===== src/rtl/rx_decim_pkg.sv =====
// Shared types and width helpers for the receive phase decimator.
package rx_decim_pkg;

    typedef enum logic [1:0] {
        ST_IDLE    = 2'd0,
        ST_SEARCH  = 2'd1,
        ST_PENDING = 2'd2
    } state_t;

    localparam int         FRAME_LEN = 4;
    localparam logic [1:0] LAST_IDX  = 2'(FRAME_LEN - 1);

    // |x| of the most negative sample needs the full NB_DATA bits unsigned.
    function automatic int nb_abs(input int nb_data);
        return nb_data;
    endfunction

    function automatic int nb_acc(input int nb_data, input int log2_win);
        return nb_data + 1 + log2_win;
    endfunction

endpackage


===== src/rtl/rx_phase_decimator_acc.sv =====
// phase_energy_acc: per-phase |I|+|Q| accumulators over 2^LOG2_WIN aligned frames, with argmax.
module phase_energy_acc
    import rx_decim_pkg::*;
#(
    parameter int NB_DATA  = 8,
    parameter int LOG2_WIN = 7
) (
    input  logic                      clk,
    input  logic                      i_reset,
    input  logic                      i_clear,
    input  logic                      i_en,
    input  logic [1:0]                i_counter,
    input  logic signed [NB_DATA-1:0] i_sample_I,
    input  logic signed [NB_DATA-1:0] i_sample_Q,
    output logic                      o_done,
    output logic [1:0]                o_best
);

    localparam int NB_A = nb_abs(NB_DATA);
    localparam int NB_M = NB_A + 1;
    localparam int NB_C = nb_acc(NB_DATA, LOG2_WIN);

    logic [NB_C-1:0]     acc_q [FRAME_LEN];
    logic [LOG2_WIN-1:0] frame_q;
    logic                run_q;
    logic                done_q;

    logic [NB_DATA-1:0] raw_i, raw_q;
    logic [NB_A-1:0]    abs_i, abs_q;
    logic [NB_M-1:0]    mag;
    logic               active;

    assign raw_i  = i_sample_I;
    assign raw_q  = i_sample_Q;
    assign abs_i  = raw_i[NB_DATA-1] ? (~raw_i + 1'b1) : raw_i;
    assign abs_q  = raw_q[NB_DATA-1] ? (~raw_q + 1'b1) : raw_q;
    assign mag    = {1'b0, abs_i} + {1'b0, abs_q};
    // Accumulation only begins on a frame start so every phase sees the same frames.
    assign active = i_en && (run_q || (i_counter == 2'd0));

    always_ff @(posedge clk or posedge i_reset) begin
        if (i_reset) begin
            for (int k = 0; k < FRAME_LEN; k++) acc_q[k] <= '0;
            frame_q <= '0;
            run_q   <= 1'b0;
            done_q  <= 1'b0;
        end else if (i_clear) begin
            for (int k = 0; k < FRAME_LEN; k++) acc_q[k] <= '0;
            frame_q <= '0;
            run_q   <= 1'b0;
            done_q  <= 1'b0;
        end else begin
            done_q <= 1'b0;
            if (active) begin
                acc_q[i_counter] <= acc_q[i_counter] + NB_C'(mag);
                run_q            <= 1'b1;
                if (i_counter == LAST_IDX) begin
                    frame_q <= frame_q + 1'b1;
                    if (&frame_q) begin
                        done_q <= 1'b1;
                        run_q  <= 1'b0;
                    end
                end
            end
        end
    end

    // Strict greater-than keeps the lowest index on ties.
    always_comb begin
        logic [NB_C-1:0] best_val;
        o_best   = 2'd0;
        best_val = acc_q[0];
        for (int k = 1; k < FRAME_LEN; k++) begin
            if (acc_q[k] > best_val) begin
                best_val = acc_q[k];
                o_best   = 2'(k);
            end
        end
    end

    assign o_done = done_q;

endmodule


===== src/rtl/rx_phase_decimator.sv =====
// Selects one of four oversampled phases and emits T and T/2 samples; phase changes land on frame ends.
// Optional energy-based auto phase search is enabled by defining AUTO_PHASE_SEARCH_EN.
module rx_phase_decimator
    import rx_decim_pkg::*;
#(
    parameter int NB_DATA    = 8,
    parameter int LOG2_WIN   = 7,
    parameter int INIT_PHASE = 0
) (
    input  logic                      clk,
    input  logic                      i_reset,
    input  logic [1:0]                i_counter,
    input  logic signed [NB_DATA-1:0] i_sample_I,
    input  logic signed [NB_DATA-1:0] i_sample_Q,
    input  logic [1:0]                i_phase,
    input  logic                      i_phase_load,
    input  logic                      i_search_start,
    output logic signed [NB_DATA-1:0] o_sym_I,
    output logic signed [NB_DATA-1:0] o_sym_Q,
    output logic                      o_sym_valid,
    output logic signed [NB_DATA-1:0] o_fse_I,
    output logic signed [NB_DATA-1:0] o_fse_Q,
    output logic                      o_fse_valid,
    output logic [1:0]                o_phase,
    output logic                      o_phase_ack,
    output logic                      o_search_done
);

    state_t     state_q, state_d;
    logic [1:0] phase_q, phase_d;
    logic [1:0] req_q, req_d;
    logic       ack_q, ack_d;

    logic signed [NB_DATA-1:0] sym_i_q, sym_q_q, fse_i_q, fse_q_q;
    logic                      sym_valid_q, fse_valid_q;

    logic [1:0] phase_alt;
    logic       sym_hit, fse_hit;

    assign phase_alt = phase_q + 2'd2;
    assign sym_hit   = (i_counter == phase_q);
    assign fse_hit   = sym_hit || (i_counter == phase_alt);

`ifdef AUTO_PHASE_SEARCH_EN
    logic       acc_clear;
    logic       acc_en;
    logic       acc_done;
    logic [1:0] acc_best;

    // A load in the same cycle aborts the search, so that sample is not counted.
    assign acc_en = (state_q == ST_SEARCH) && !i_phase_load;

    phase_energy_acc #(
        .NB_DATA  (NB_DATA),
        .LOG2_WIN (LOG2_WIN)
    ) u_acc (
        .clk        (clk),
        .i_reset    (i_reset),
        .i_clear    (acc_clear),
        .i_en       (acc_en),
        .i_counter  (i_counter),
        .i_sample_I (i_sample_I),
        .i_sample_Q (i_sample_Q),
        .o_done     (acc_done),
        .o_best     (acc_best)
    );

    assign o_search_done = acc_done;
`else
    logic unused_search_start;
    assign unused_search_start = i_search_start;
    assign o_search_done       = 1'b0;
`endif

    always_comb begin
        state_d = state_q;
        phase_d = phase_q;
        req_d   = req_q;
        ack_d   = 1'b0;
`ifdef AUTO_PHASE_SEARCH_EN
        acc_clear = 1'b0;
`endif
        if (i_phase_load) begin
            req_d   = i_phase;
            state_d = ST_PENDING;
        end else begin
            case (state_q)
                ST_PENDING: begin
                    if (i_counter == LAST_IDX) begin
                        phase_d = req_q;
                        ack_d   = 1'b1;
                        state_d = ST_IDLE;
                    end
                end
`ifdef AUTO_PHASE_SEARCH_EN
                ST_IDLE: begin
                    if (i_search_start) begin
                        acc_clear = 1'b1;
                        state_d   = ST_SEARCH;
                    end
                end
                ST_SEARCH: begin
                    if (acc_done) begin
                        req_d   = acc_best;
                        state_d = ST_PENDING;
                    end
                end
`endif
                default: ;
            endcase
        end
    end

    always_ff @(posedge clk or posedge i_reset) begin
        if (i_reset) begin
            state_q <= ST_IDLE;
            phase_q <= 2'(INIT_PHASE);
            req_q   <= 2'd0;
            ack_q   <= 1'b0;
        end else begin
            state_q <= state_d;
            phase_q <= phase_d;
            req_q   <= req_d;
            ack_q   <= ack_d;
        end
    end

    always_ff @(posedge clk or posedge i_reset) begin
        if (i_reset) begin
            sym_i_q     <= '0;
            sym_q_q     <= '0;
            sym_valid_q <= 1'b0;
            fse_i_q     <= '0;
            fse_q_q     <= '0;
            fse_valid_q <= 1'b0;
        end else begin
            sym_valid_q <= sym_hit;
            fse_valid_q <= fse_hit;
            if (sym_hit) begin
                sym_i_q <= i_sample_I;
                sym_q_q <= i_sample_Q;
            end
            if (fse_hit) begin
                fse_i_q <= i_sample_I;
                fse_q_q <= i_sample_Q;
            end
        end
    end

    assign o_sym_I     = sym_i_q;
    assign o_sym_Q     = sym_q_q;
    assign o_sym_valid = sym_valid_q;
    assign o_fse_I     = fse_i_q;
    assign o_fse_Q     = fse_q_q;
    assign o_fse_valid = fse_valid_q;
    assign o_phase     = phase_q;
    assign o_phase_ack = ack_q;

endmodule


===== config.mk =====
export PLATFORM = sky130hd
export DESIGN_NAME = rx_phase_decimator
export DESIGN_NICKNAME = d
export VERILOG_FILES = /design/src/rtl/rx_decim_pkg.sv /design/src/rtl/rx_phase_decimator_acc.sv /design/src/rtl/rx_phase_decimator.sv
export SDC_FILE = /design/constraint.sdc
export NUM_CORES = 1
export LEC_CHECK = 0
export ABC_CLOCK_PERIOD_IN_PS = 1750
export CORE_UTILIZATION = 42
export DETAILED_ROUTE_END_ITERATION = 12
export GPL_ROUTABILITY_DRIVEN = 0
export GPL_TIMING_DRIVEN = 0
export PLACE_DENSITY_LB_ADDON = 0.3
export SYNTH_ARGS = -nofsm -noshare
export SYNTH_HDL_FRONTEND = slang
export SYNTH_HIERARCHICAL = 1
export SYNTH_SLANG_ARGS = --single-unit

===== constraint.sdc =====
create_clock -name clk -period 1.75 [get_ports clk]
set_input_delay 0.175 -clock clk [delete_from_list [all_inputs] [get_ports clk]]
set_output_delay 0.175 -clock clk [all_outputs]
set_load 0.005 [all_outputs]

Word level (Yosys, flattened, before mapping)

Index checks and enable logic that the tools add are counted.

Flip-flop bits (word level): 41
Bits of input ports: 24
Output and inout bits: 38
Word-level logic and storage cells: 27

Add/sub/neg operators: 1
Equal/unequal tests: 4
Multiplexer cells: 6
Bitwise gates (word level): 1
Reductions and logical operators: 5

Operator list:

| kind                                        | count |
|---|---|
| 2-bit two-way mux                           | 3 |
| 2-bit equality test                         | 2 |
| 2-bit equality test (second input constant) | 2 |
| 2-bit nonzero test                          | 2 |
| 1-bit two-way mux                           | 3 |
| 3-bit AND reduction                         | 1 |
| 2-bit adder (second input constant)         | 1 |
| 2-bit AND reduction                         | 1 |
| 1-bit logical OR                            | 1 |
| 1-bit NOT                                   | 1 |

Logic depth before layout (Yosys ltp)

Depth in word-level cells: 4
Gate-level depth with buffers: 4

Least setup slack after synthesis

OpenSTA, ideal clock, no wires.

Path type: reg2reg
From: reg phase_q[0] (netlist: o_phase[0])
To: reg sym_i_q[2] (netlist: o_sym_I[2])
Arrival time: 1.341 ns
Setup slack: 0.284 ns
Stages on the path, launching flop included: 5
Path buffers: 1
Cells stage by stage: dfrtp_1 -> xnor2_4 -> nand2_4 -> buf_6 -> mux2_4

Cells in the longest elaborated chain, start to end: 1

RTL lines:

| item                     | line                      | text |
|---|---|---|
| start: declaration       | rx_phase_decimator.sv:30  | `logic [1:0] phase_q, phase_d;` |
| start signal: assignment | rx_phase_decimator.sv:117 | `phase_q <= 2'(INIT_PHASE);` |
| start signal: assignment | rx_phase_decimator.sv:122 | `phase_q <= phase_d;` |
| 2-bit equality test      | rx_phase_decimator.sv:41  | `assign sym_hit = (i_counter == phase_q);` |
| end signal: assignment   | rx_phase_decimator.sv:140 | `sym_i_q <= i_sample_I;` |
| end: declaration         | rx_phase_decimator.sv:34  | `logic signed [NB_DATA-1:0] sym_i_q, sym_q_q, fse_i_q, fse_q_q;` |

Every way passes these cells.
A chain may end at the register's enable or synchronous reset.

Worst setup path in the final report

From: in i_counter[0]
To: reg sym_i_q[3] (netlist: o_sym_I[3])

Cells in the longest elaborated chain, start to end: 1

RTL lines:

| item                | line                     | text |
|---|---|---|
| start: declaration  | rx_phase_decimator.sv:12 | `input logic [1:0] i_counter,` |
| 2-bit equality test | rx_phase_decimator.sv:41 |  |

Every way passes these cells.

==> run_results.csv <==
group,metric,value,unit
clock_tree,cts-root-buf,"clkbuf_8",
global_routing,track_usage,0.1581,
power,p_per_area,1536,mW/mm^2
setup_path,rrSetupSlack,0.32,ns
yosys,synth_most_common_cell,"dfrtp_1",
power,combPwrFrac,0.424,
yosys,synth-seq-cells,40,
cells_and_area,final_util,0.6652,
timing,worstMarginPinSlew,0.8048,ns
setup_path,critPathKind,"input pin to register",
global_routing,grt_pass1_wl,4.698,mm
yosys,ys_warn_count,6,
yosys,ys_seq_area_frac,0.6462,
placed_design,dp_cells,194,
setup_path,crit_path_start_kind,"input pin",
die,initial_core_util,0.4500,
clock_tree,cts_resized,0,
clock_tree,clkSinkCount,40,
timing,min_period,1.462,ns
power,switching_share,0.2530,
setup_path,endpoint_kind,"register",
timing,whs,0.3686,ns
clock_tree,cts_tree,"built",
timing,rsz0062_at_grt,"false",
cells_and_area,final_cells,203,
yosys,syn_area_per_cell,17.40,um^2
timing,fin_crit_sh,0.8352,
yosys,dominantRegCellSynth,"dfrtp_1",
setup_path,crit_arrival,1.63,ns
yosys,syn_area,0.001549,mm^2
yosys,muxShareOfSynthArea,0.2835,
yosys,synth_area_leader_cell,"dfrtp_1",
yosys,syn-num-nets,113,
die,die-area,0.003935,mm^2
clock_tree,clock_path_buffers,2,
die,core_area,0.003442,mm^2
yosys,synth_fa_ha_area_frac,0,
routing,drt_pass1_iterations,2,
placed_design,dp_hpwl,1.988,mm
clock_tree,cts_made_buffers,5,
flow_run,cap_violations,0,
routing,wl,2.791,mm
setup_path,path_max_fanout,10,
timing,max_freq,684.2,MHz
yosys,synth_cells,89,
global_routing,grt_max_degree,41,
clock_tree,htree_levels,2,
global_routing,grt_pass1_vias,997,
routing,via_per_inst,4.704,
yosys,synth.area.top_cells,"dfrtp_1, mux2_2, mux2_4",
timing,setup_viol_count_final,0,
timing,slew_viol_final,0,
yosys,synth-edff-count,0,
die,die-height,62.73,um
clock_tree,clkLatencyLatePin,0.28,ns
cells_and_area,insertedDiodeCount,0,
timing,tns,0,ns
yosys,synth_top_family_by_area,"multiplexers",
timing,skew,0.004637,ns
routing,final_antenna_net_count,0,
routing,vias,955,
yosys,synth_compound_area_frac,0.004847,
setup_path,rr_worst_depth,4,
run_status,outcome,"finished, final reports clean",
cells_and_area,synthToLayoutAreaGrowth,47.82,%
routing,routedWlPerCell,13.75,um
global_routing,antenna_found_initial,0,
worst_hold_path,hp-class,"input pin to asynchronous set/reset pin",
yosys,synth_top_cell_area_share,0.6462,
setup_path,required,1.92,ns
yosys,synthSimpleGateAreaFrac,0.01535,
cells_and_area,drive_gt1_frac,0.3185,
routing,drc,0,
die,fp-row-count,21,
yosys,netlist_top_cells_count,"dfrtp_1, mux2_2, mux2_4",
timing,hold_violations,0,
power,p_int,0.002627,W
power,leakagePower,1.004,nW
yosys,synth_xor_area_frac,0.02342,
clock_tree,clkTransAtPathRegs,0.07,ns
setup_path,r2r-start,"o_phase[0]",
die,io_pins,62,
routing,drtIter0Drc,27,
global_routing,grt_overflow,0,
die,die_w,62.73,um
power,p_sw,0.0008896,W
yosys,yosysUniqueCellTypes,13,
clock_tree,cts_hold_buf,0,
timing,slew_headroom,0.4627,
power,p_seq_frac,0.418,
yosys,async_flop_share,1.000,
power,total_power,0.003516,W
clock_tree,cts_setup_buffers,0,
setup_path,reg2reg_to,"o_sym_I[3]",
placed_design,io_buffers,59,
power,vdd_drop_max,0.6430,mV
cells_and_area,fin_nets,181,
power,clkPwrFrac,0.159,
-- flip-flops by register name, summed over array words and instances (netlist names), 2 cells and up --
| register | flops |
|---|---|
| req_q | 2 |
| o_fse_I | 8 |
| o_sym_Q | 8 |
| o_fse_Q | 8 |
| o_phase | 2 |
| o_sym_I | 8 |
-- metrics by stage --
step	setup slack [ns]	area (um^2)
finish	0.2885	2290
detailed placement	-0.2131	2197
global placement	-0.1775	2197
CTS	0.05842	2275
global route	0.2110	2290
floorplan	0.2843	1549
-- power groups by stage --
stage | logic (W) | clock network (W) | registers [W]
CTS | 0.00150 | 0.000576 | 0.00147
floorplan | 0.000604 | 0 | 0.00151
global placement | 0.00147 | 0 | 0.00146
detailed placement | 0.00149 | 0 | 0.00149
global route | 0.00159 | 0.000614 | 0.00152
finish | 0.00149 | 0.000558 | 0.00147
-- per-layer routing --
layer / global-route usage / up-vias / wire [um]
met5: 0 / - / 0
met4: 0.06105 / 0 / 40
met3: 0.06387 / 6 / 189
met2: 0.2541 / 43 / 1325
met1: 0.1896 / 469 / 1235
li1: - / 437 / -
-- layout make-up --
class | count | area, um^2
fillers | 249 | 1152
flip-flops and latches | 40 | 1001
repair buffers | 61 | 605.6
multi-input cells | 43 | 510.5
clock buffers | 6 | 72.57
well taps | 46 | 57.56
plain buffers | 3 | 26.28
inverters | 3 | 11.26
clock inverters | 1 | 5.005
-- cells in the final DEF, fill, tap and decap left out --
cell             count
clkdlybuf4s50_1     59
dfrtp_1             40
mux2_2              27
mux2_4               9
clkbuf_8             5
buf_4                4
inv_1                2
xnor2_4              1
xnor2_1              1
nand2_4              1
buf_6                1
nand4b_1             1
inv_2                1
nand2_1              1
a21o_1               1
conb_1               1
clkinv_2             1
clkbuf_1             1
-- worst max-delay path, cell delays in order --
cell and delay (ns):
clkdlybuf4s50_1 0.53, xnor2_4 0.28, nand2_4 0.14, buf_6 0.19, mux2_4 0.30
-- cells by family after synthesis --
logic type / count (synthesis)
flops: 40
mux: 36
buf+inv: 6
simple gates: 3
xor+xnor: 2
compound gates: 1
other cells: 1
-- how the worst max path moves through the flow --
stage	start	end	slack (ns)	depth (start not counted)
2_1_floorplan	o_phase[0]	o_sym_I[2]	0.28	4
3_3_place_gp	i_counter[0]	o_sym_Q[0]	-0.18	5
3_5_place_dp	i_counter[0]	o_sym_I[3]	-0.21	5
4_1_cts	o_phase[0]	o_sym_I[3]	0.06	4
5_1_grt	i_counter[0]	o_sym_I[3]	0.21	5
6_report	i_counter[0]	o_sym_I[3]	0.29	5
No activity file was read; power rests on OpenSTA's default activity.
